[config.mk]
export PLATFORM = sky130hd
export DESIGN_NAME = fb_scroller_flat
export DESIGN_NICKNAME = d
export VERILOG_FILES = /design/src/rtl/tivi_pkg.sv /design/src/rtl/fb_scroller_if.sv /design/src/rtl/fb_scroller.sv /design/src/flat_wrapper.sv
export SDC_FILE = /design/constraint.sdc
export NUM_CORES = 1
export LEC_CHECK = 0
export BUFFER_PORTS_ARGS = -buffer_cell sky130_fd_sc_hd__buf_4
export CAP_MARGIN = 15
export CELL_PAD_IN_SITES_DETAIL_PLACEMENT = 1
export CELL_PAD_IN_SITES_GLOBAL_PLACEMENT = 2
export CORE_MARGIN = 5
export CORE_UTILIZATION = 35
export CTS_CLUSTER_SIZE = 16
export DETAILED_ROUTE_END_ITERATION = 7
export MAX_ROUTING_LAYER = met4
export PLACE_DENSITY_LB_ADDON = 0.1
export SYNTH_ARGS = -nofsm -noshare
export SYNTH_HDL_FRONTEND = slang
export SYNTH_SLANG_ARGS = --single-unit
[constraint.sdc]
create_clock -name clk -period 4.56 [get_ports clk]
set_input_delay 0.912 -clock clk [delete_from_list [all_inputs] [get_ports clk]]
set_output_delay 0.912 -clock clk [all_outputs]
set_load 0.01 [all_outputs]
[src/rtl/tivi_pkg.sv]
// Shared text-video constants used by the bus interface,
// the framebuffer-port mux and the scroll/clear engine.
package tivi_pkg;

  localparam int TEXT_COLS = 80;
  localparam int TEXT_ROWS = 30;
  localparam int FB_AW     = 14;
  localparam int IDX_W     = 12;

  localparam logic CMD_SCROLL = 1'b0;
  localparam logic CMD_CLEAR  = 1'b1;

  typedef logic [7:0] char_t;

endpackage

[src/rtl/fb_scroller_if.sv]
// Framebuffer CPU-port bundle: the engine is master while
// it owns the port, the framebuffer side is slave.
interface fb_scroller_if
  import tivi_pkg::*;
#(
  parameter int AW = FB_AW
);

  logic [AW-1:0] mem_addr;
  char_t         mem_wdata;
  logic          mem_wren;
  char_t         mem_rdata;
  logic          owner;

  modport master (
    output mem_addr,
    output mem_wdata,
    output mem_wren,
    output owner,
    input  mem_rdata
  );

  modport slave (
    input  mem_addr,
    input  mem_wdata,
    input  mem_wren,
    input  owner,
    output mem_rdata
  );

endinterface

[src/rtl/fb_scroller.sv]
// Text scroll-up / clear-screen engine that borrows the
// framebuffer CPU port and moves the cells on slot cycles.
module fb_scroller
  import tivi_pkg::*;
#(
  parameter int COLS = TEXT_COLS,
  parameter int ROWS = TEXT_ROWS,
  parameter int AW   = FB_AW,
  parameter int BASE = 0
) (
  input  logic          clk,
  input  logic          reset,
  input  logic          slot,
  input  logic          start,
  input  logic          cmd,
  input  char_t         fill,
  fb_scroller_if.master fb,
  output logic          busy,
  output logic          done
);

  typedef enum logic [2:0] {
    IDLE,
    RD,
    WR,
    FILL,
    DONE
  } state_e;

  localparam logic [IDX_W-1:0] CPY_LAST =
    IDX_W'((ROWS - 1) * COLS - 1);
  localparam logic [IDX_W-1:0] FILL_FIRST =
    IDX_W'((ROWS - 1) * COLS);
  localparam logic [IDX_W-1:0] ALL_LAST =
    IDX_W'(ROWS * COLS - 1);
  localparam logic [AW-1:0] BASE_A = AW'(BASE);
  localparam logic [AW-1:0] COLS_A = AW'(COLS);

  state_e           state_q;
  logic [IDX_W-1:0] idx_q;
  char_t            fill_q;
  char_t            wdata_q;
  logic [AW-1:0]    addr_q;
  logic             owner_q;
  logic             done_q;
  logic [AW-1:0]    cell_a;

  assign cell_a = BASE_A + AW'(idx_q);

  // Port drive is live only on slot cycles; otherwise the
  // last address/data are held and the write is dropped.
  always_comb begin
    fb.mem_addr  = addr_q;
    fb.mem_wdata = wdata_q;
    fb.mem_wren  = 1'b0;
    if (slot) begin
      case (state_q)
        RD: begin
          fb.mem_addr = cell_a + COLS_A;
        end
        WR: begin
          fb.mem_addr  = cell_a;
          fb.mem_wdata = fb.mem_rdata;
          fb.mem_wren  = 1'b1;
        end
        FILL: begin
          fb.mem_addr  = cell_a;
          fb.mem_wdata = fill_q;
          fb.mem_wren  = 1'b1;
        end
        default: ;
      endcase
    end
  end

  always_ff @(posedge clk) begin
    if (reset) begin
      state_q <= IDLE;
      idx_q   <= '0;
      fill_q  <= '0;
      wdata_q <= '0;
      addr_q  <= '0;
      owner_q <= 1'b0;
      done_q  <= 1'b0;
    end else begin
      addr_q  <= fb.mem_addr;
      wdata_q <= fb.mem_wdata;
      done_q  <= 1'b0;
      case (state_q)
        IDLE: begin
          if (start) begin
            fill_q  <= fill;
            idx_q   <= '0;
            owner_q <= 1'b1;
            state_q <= (cmd == CMD_CLEAR) ? FILL : RD;
          end
        end
        RD: begin
          if (slot) state_q <= WR;
        end
        WR: begin
          if (slot) begin
            if (idx_q == CPY_LAST) begin
              idx_q   <= FILL_FIRST;
              state_q <= FILL;
            end else begin
              idx_q   <= idx_q + IDX_W'(1);
              state_q <= RD;
            end
          end
        end
        FILL: begin
          if (slot) begin
            if (idx_q == ALL_LAST) begin
              owner_q <= 1'b0;
              done_q  <= 1'b1;
              state_q <= DONE;
            end else begin
              idx_q <= idx_q + IDX_W'(1);
            end
          end
        end
        DONE: begin
          state_q <= IDLE;
        end
        default: begin
          state_q <= IDLE;
        end
      endcase
    end
  end

  assign fb.owner = owner_q;
  assign busy     = owner_q;
  assign done     = done_q;

endmodule

[src/flat_wrapper.sv]
// flat-port wrapper written by rule: the top's interface ports become plain ports
module fb_scroller_flat import tivi_pkg::*;
#(
  parameter int COLS = TEXT_COLS,
  parameter int ROWS = TEXT_ROWS,
  parameter int AW   = FB_AW,
  parameter int BASE = 0
)
  (clk, reset, slot, start, cmd, fill, busy, done, fb_mem_addr, fb_mem_wdata, fb_mem_wren, fb_owner, fb_mem_rdata);
  fb_scroller_if #(.AW(AW)) fb_i ();
  input  logic clk;
  input  logic reset;
  input  logic slot;
  input  logic start;
  input  logic cmd;
  input  char_t fill;
  output logic busy;
  output logic done;
  output wire logic [$bits(fb_i.mem_addr)-1:0] fb_mem_addr;
  output wire logic [$bits(fb_i.mem_wdata)-1:0] fb_mem_wdata;
  output wire logic [$bits(fb_i.mem_wren)-1:0] fb_mem_wren;
  output wire logic [$bits(fb_i.owner)-1:0] fb_owner;
  input wire logic [$bits(fb_i.mem_rdata)-1:0] fb_mem_rdata;
  assign fb_mem_addr = fb_i.mem_addr;
  assign fb_mem_wdata = fb_i.mem_wdata;
  assign fb_mem_wren = fb_i.mem_wren;
  assign fb_owner = fb_i.owner;
  assign fb_i.mem_rdata = fb_mem_rdata;
  fb_scroller #(.COLS(COLS), .ROWS(ROWS), .AW(AW), .BASE(BASE)) u_core (.clk(clk), .reset(reset), .slot(slot), .start(start), .cmd(cmd), .fill(fill), .fb(fb_i), .busy(busy), .done(done));
endmodule
==> results.md, run 1 <==
- Vias: 2353
- Synth cell types: 59
- Top post-synthesis cells by area: dfxtp_1 (36%), nand2_1 (7.0%), and2_1 (3.9%), o21ai_0 (3.7%), mux2i_1 (3.1%)
- Area after DPL: 2938 um^2
- Die Width: 95.84 um
- Non-Filler Instances: 437
- DRT Pass-1 Iters: 4
- IO Pins: 47
- Drt initial violations: 98
- RSZ-0062 raised after global routing: no
- All-Layer GR Usage: 17.04%
- Syn avg cell area: 8.400 um^2
- Cell area after layout: 3070 um^2
- # DRC: 0
- Max Transition Viols Final: 0
- CP required: 3.65 ns
- Post-synthesis async set-or-reset flop share: 0%
- Static leakage: 1.204 nW
- Global-route wire length before repair: 11.87 mm
- Post-synth top flop: dfxtp_1
- Clk buf depth: 2
- Clock Skew: 0.007511 ns
- Critical Path AT: 2.55 ns
- Post-route ant nets: 0
- Layout fillers: 889
- WS Path Type: reg2out
- Net Count, Synth: 333
- Diode count: 0
- Status: completed
- Die area: 9184 um^2
- Area of the multi-input gates: 1471 um^2
- Gp weighted congestion: 0.7884
- CP cell instances: nand4bb_1 > or3_1 > nand2_1 > buf_4
- Post-synthesis sequential area ratio: 36.49%
- CTS tree: yes
- Storage cell area: 940.9 um^2
- Power per cell area: 312.0 nW/um^2
- Total number of H-tree levels: 2
- Post-CTS setup buffers: 0
- Synth area leader: dfxtp_1
- Fin crit period: 3.463 ns
- Vias in the first global route: 2364
- Crit share post-route: 75.95%
- Hold Violations, Final: 0
- Endpoints failing setup: 0
- Least-Margin Pin Slew: 0.9754 ns
- Slowest cell delay on critical path: 0.97 ns
- Initial Utilization: 35.74%
- Peak supply drop: 0.2000 mV
- Port Buffer Count: 46
- Die height: 95.84 um
- # nets final: 363
- CTS clk-pin slew, worst paths: 0.09 ns
- Critical Path Sink Type: output pin
- DR vias/cell: 5.384
- Placed Cells: 429
- Worst min-delay path class: reg2reg
- Cell Rows: 31
- Share of layout cells above drive strength 1: 21.89%
- CP max stage cell: dfxtp_1
- Total global routing overflow: 0
- Pin count of the biggest net entering global routing: 34
- Hold buffers post-CTS: 0
- TNS Setup: 0 ns
- Top-area cell type share of the netlist area: 36.49%
- CTS buffer count: 5
- CP startpoint kind: register
- Max_cap viols: 0
- Post-DP HPWL: 5.427 mm
- Clk sinks: 47
- Area delta synth->final: 19.07%
- Post-cts sizing count: 0
- Flops & latches, synth: 47
- Clk_lat worst skew: 0.30 ns
- FMAX: 0.2888 GHz
- CP Max Fanout: 23
- Post-Syn Instances: 307
- Rel. slew slack: 34.89%
- Hold WS: 0.4624 ns
- Initial antenna violation count: 0
- Core box area: 7214 um^2
- Post-synth EDFFs: 0
- Syn. warnings: 0
- Root Buffer: clkbuf_8
- Routed wire per std cell: 17.02 um
- Routed WL: 7.438 mm
- Mapped Area: 2579 um^2
[synthesized netlist by cell type (2+ instances only)]
| cell type | n |
|---|---|
| a211oi_1 | 3 |
| a21o_1 | 2 |
| a21oi_1 | 14 |
| a21oi_2 | 2 |
| a221o_1 | 2 |
| a221oi_1 | 7 |
| a31oi_1 | 7 |
| and2_1 | 16 |
| and3_1 | 4 |
| and4_1 | 3 |
| buf_2 | 7 |
| buf_4 | 2 |
| clkbuf_1 | 12 |
| dfxtp_1 | 47 |
| ha_1 | 5 |
| inv_1 | 14 |
| mux2_2 | 2 |
| mux2i_1 | 8 |
| nand2_1 | 48 |
| nand3_1 | 11 |
| nand3b_1 | 2 |
| nand4_1 | 4 |
| nor2_1 | 5 |
| nor2b_1 | 3 |
| nor3_1 | 5 |
| nor4_1 | 3 |
| o2111ai_1 | 2 |
| o21ai_0 | 19 |
| o221ai_1 | 3 |
| o22ai_1 | 2 |
| o2bb2ai_1 | 3 |
| o32ai_1 | 5 |
| or2_2 | 5 |
| or3_1 | 4 |
| or3b_1 | 2 |
[routing by layer]
| metal | track usage [%] | up-vias | part of all wire [%] |
|---|---|---|---|
| met3 | 3.206 | 2 | 3.5 |
| met4 | 3.318 | 0 | 0.46 |
| met5 | - | - | 0 |
| met2 | 26.40 | 45 | 46 |
| li1 | - | 1180 | - |
| met1 | 23.29 | 1126 | 50 |
[registers in the layout, indices dropped and copies added (netlist names)]
name            count
u_core.addr_q      14
u_core.idx_q       12
u_core.fill_q       8
u_core.wdata_q      8
u_core.state_q      3
u_core.busy         1
u_core.done         1
[cell usage in the layout (no fill, tap or decap), drive strengths merged, types with 3 or more instances in the layout]
cell,n
a21oi,16
ha,5
a31oi,8
o21ai,19
or2,5
buf,46
or3,4
nand3,11
nor4b,3
and4,3
o221ai,3
a211oi,3
mux2i,8
nand2,48
nor2b,3
nor3,5
and2,16
nor4,3
o2bb2ai,3
inv,15
clkbuf,6
dfxtp,47
a221oi,7
and3,4
nand3b,3
nor2,6
o32ai,5
nand4,5
[final timing paths]
check	cells past startpoint	slack, ns	end	startpoint
max	4	1.10	fb_mem_addr[12]	u_core.state_q[0]
min	2	0.46	u_core.fill_q[4]	u_core.fill_q[4]
max reg2reg	4	2.26	u_core.addr_q[10]	u_core.state_q[0]
min reg2reg	2	0.46	u_core.fill_q[4]	u_core.fill_q[4]
[kinds of logic after synthesis]
| family | after synthesis | synth area share (%) |
|---|---|---|
| and+or+nand+nor | 125 | 27.90 |
| adders and majority gates | 5 | 2.426 |
| AOI/OAI and AO/OA | 82 | 22.76 |
| DFF | 47 | 36.49 |
| muxes | 10 | 3.979 |
| buffers and inverters | 38 | 6.452 |
[critical path: cells and delay by family, from the launching register on]
family,cells,cell delay [ns]
and+or+nand+nor,3,1.17
DFF,1,0.97
buffers and inverters,1,0.11
[cell type report]
cell class | instances | area share [%]
Clock inverter | 2 | 1.956
Tap cell | 99 | 4.034
Timing Repair Buffer | 46 | 11.25
Sequential cell | 47 | 30.64
Inverter | 15 | 1.834
Multi-Input combinational cell | 222 | 47.92
Clock buffer | 6 | 2.363
[metrics by stage]
stage / power, W / setup WS (ns) / util (%)
2_1_floorplan: 0.0005464 / 1.906 / -
3_5_place_dp: 0.0006026 / 1.370 / 40.72
5_1_grt: 0.001009 / 0.8906 / 42.56
3_3_place_gp: 0.0005999 / 1.401 / 40.72
4_1_cts: 0.0009734 / 1.087 / 42.56
6_report: 0.0009581 / 1.097 / 42.56
[power by group]
part / internal, W / total [W] / leakage (nW) / switching, W
logic: 0.0000635 / 0.000148 / 0.757 / 0.0000844
registers: 0.000424 / 0.000443 / 0.381 / 0.0000193
clock network: 0.000219 / 0.000367 / 0.0654 / 0.000148
total: 0.000707 / 0.000958 / 1.20 / 0.000251
(Power assumes the default switching activity.)
==> run 2, diff against run 1 <==
Settings changed: CORE_UTILIZATION 35 to 29.
Clock period 4.56 ns to 3 ns, I/O delays scaled along.
==> run 2 against run 1 <==
Sequential power grew 48%; clock power rose by 53%; routed wire length rose by 11%; hold slack got worse by 0.0019 ns; largest cell class unchanged; critical path type unchanged.
==> results.md, run 2 (synthesized netlist as in run 1, its figures left out) <==
- Gp weighted congestion: 0.7763 (was 0.7884)
- Vias in the first global route: 2522 (was 2364)
- Routed wire per std cell: 18.38 um (was 17.02 um)
- Total number of H-tree levels: 2 (unchanged)
- Core box area: 8678 um^2 (was 7214 um^2)
- Area after DPL: 2987 um^2 (was 2938 um^2)
- Max_cap viols: 0 (unchanged)
- Hold buffers post-CTS: 0 (unchanged)
- Max Transition Viols Final: 0 (unchanged)
- Share of layout cells above drive strength 1: 23.03% (was 21.89%)
- # DRC: 0 (unchanged)
- Post-CTS setup buffers: 0 (unchanged)
- Root Buffer: clkbuf_8 (unchanged)
- NetSw: 0.0003896 W (was 0.0002515 W)
- RSZ-0062 raised after global routing: no (unchanged)
- Internal power: 0.001079 W (was 0.0007066 W)
- Post-DP HPWL: 5.895 mm (was 5.427 mm)
- Die area: 10880 um^2 (was 9184 um^2)
- Share of power burned in registers: 44.8% (was 46.2%)
- CP cell instances: ha_1 > o21ai_0 > a21oi_1 > o22ai_1 > a22o_1 > buf_4 (was nand4bb_1 > or3_1 > nand2_1 > buf_4)
- Storage cell area: 940.9 um^2 (unchanged)
- CTS buffer count: 5 (unchanged)
- Least-Margin Pin Slew: 0.8568 ns (was 0.9754 ns)
- Global-route wire length before repair: 13.39 mm (was 11.87 mm)
- Clock Skew: 0.006194 ns (was 0.007511 ns)
- Layout fillers: 1063 (was 889)
- Clk buf depth: 2 (unchanged)
- Static leakage: 1.229 nW (was 1.204 nW)
- Total global routing overflow: 0 (unchanged)
- Most frequent cells in the layout: buf_4 (51), nand2_1 (48), dfxtp_1 (47) (was nand2_1 (48), dfxtp_1 (47), buf_4 (46))
- Comb pwr share: 16.9% (was 15.4%)
- Clk_lat worst skew: 0.30 ns (about the same)
- Commonest non-fill, non-tap cell in the layout: buf_4 (was nand2_1)
- Port Buffer Count: 46 (unchanged)
- CTS tree: yes (unchanged)
- Biggest register: u_core.addr_q (unchanged)
- Clock share of power: 38.3% (about the same)
- Critical Path Sink Type: output pin (unchanged)
- Rel. slew slack: 42.82% (was 34.89%)
- R2R setup slack: 0.76 ns (was 2.26 ns)
- Post-cts sizing count: 0 (unchanged)
- Core Util, Final: 35.94% (was 42.56%)
- Hold depth: 2 (unchanged)
- CP Depth: 6 (was 4)
- Peak supply drop: 0.1953 mV (was 0.2000 mV)
- Post-route ant nets: 0 (unchanged)
- Slowest cell delay on critical path: 0.51 ns (was 0.97 ns)
- Cell Rows: 34 (was 31)
- Diode count: 0 (unchanged)
- R2r worst-path depth: 4 (unchanged)
- Crit path buf inv count: 1 (unchanged)
- CTS clk-pin slew, worst paths: 0.09 ns (about the same)
- Die height: 104.3 um (was 95.84 um)
- Power per cell area: 470.7 nW/um^2 (was 312.0 nW/um^2)
- Area delta synth->final: 20.96% (was 19.07%)
- Drt initial violations: 107 (was 98)
- Vias: 2391 (was 2353)
- Initial antenna violation count: 0 (unchanged)
- Status: completed (unchanged)
- FMAX: 0.3684 GHz
- # nets final: 368 (was 363)
- WS Path Type: reg2out (unchanged)
- Endpoints failing setup: 0 (unchanged)
- Area of the multi-input gates: 1471 um^2 (unchanged)
- Routed WL: 8.291 mm (was 7.438 mm)
- CP required: 2.40 ns (was 3.65 ns)
- Worst min-delay path class: reg2reg (unchanged)
- CP max stage cell: dfxtp_1 (unchanged)
- Critical Path AT: 2.11 ns (was 2.55 ns)
- Clk sinks: 47 (unchanged)
- Initial Utilization: 29.71% (was 35.74%)
- DR vias/cell: 5.302 (was 5.384)
- Pin count of the biggest net entering global routing: 34 (unchanged)
- Top flop regs: u_core.addr_q x14, u_core.idx_q x12 (unchanged)
- Largest delay share family, worst path: compound AO/OA/AOI/OAI gates (was simple AND/OR/NAND/NOR gates)
- CP Max Fanout: 8 (was 23)
- Cell area after layout: 3119 um^2 (was 3070 um^2)
- Crit share post-route: 90.48%
- CP startpoint kind: register (unchanged)
- IO Pins: 47 (unchanged)
- TNS Setup: 0 ns (unchanged)
- Number of flip-flops in the largest register: 14 (unchanged)
- All-Layer GR Usage: 15.25% (was 17.04%)
- Hold WS: 0.4605 ns (was 0.4624 ns)
- Hold Violations, Final: 0 (unchanged)
- Die Width: 104.3 um (was 95.84 um)
- DRT Pass-1 Iters: 4 (unchanged)
- Sw Ratio: 26.54% (was 26.25%)
- Fin crit period: 2.714 ns
[run 2: cell count changes in the layout (fill, tap and decap cells not counted), sizes merged]
cell,before,now
buf,46,51
[run 2: final timing paths]
path / from / to
setup / recovery: u_core.idx_q[4] / fb_mem_addr[8]
hold / removal: u_core.fill_q[6] / u_core.fill_q[6]
setup reg to reg: u_core.idx_q[6] / u_core.idx_q[1]
hold reg to reg: u_core.fill_q[6] / u_core.fill_q[6]
[run 2: layout make-up]
type	count	area share, %
multi-input combinational	222	47.17
timing repair buffer	51	12.27
clock buffer	6	2.327
clock inverter	2	1.925
inverter	15	1.805
tap	108	4.332
sequential	47	30.16
[run 2: power groups by stage]
stage / sequential, W / combinational, W / clock, W
2_1_floorplan: 0.000669 / 0.000161 / 0
3_3_place_gp: 0.000671 / 0.000251 / 0
3_5_place_dp: 0.000672 / 0.000253 / 0
4_1_cts: 0.000658 / 0.000253 / 0.000579
5_1_grt: 0.000661 / 0.000275 / 0.000609
6_report: 0.000657 / 0.000249 / 0.000562
[run 2: routing by layer]
metal | track usage [%] | share of wire [%]
met4 | 2.220 | 0.40
met1 | 21.41 | 50
met2 | 23.35 | 46
met3 | 2.793 | 3.2
met5 | - | 0
[run 2: per-stage QoR]
| step | cells | power, W | setup slack, ns |
|---|---|---|---|
| floorplan | 307 | 0.0008306 | 0.9704 |
| global placement | 443 | 0.0009219 | 0.5597 |
| detailed placement | 443 | 0.0009249 | 0.5367 |
| CTS | 451 | 0.001490 | 0.2883 |
| global route | 451 | 0.001545 | 0.1557 |
| finish | 451 | 0.001468 | 0.2857 |
[run 2: tightest hold or removal path, delay by kind of cell (launching register included)]
| kind | cells | cell delay, ns |
|---|---|---|
| AOI/OAI and AO/OA | 1 | 0.05 |
| DFF | 1 | 0.32 |
| and+or+nand+nor | 1 | 0.05 |
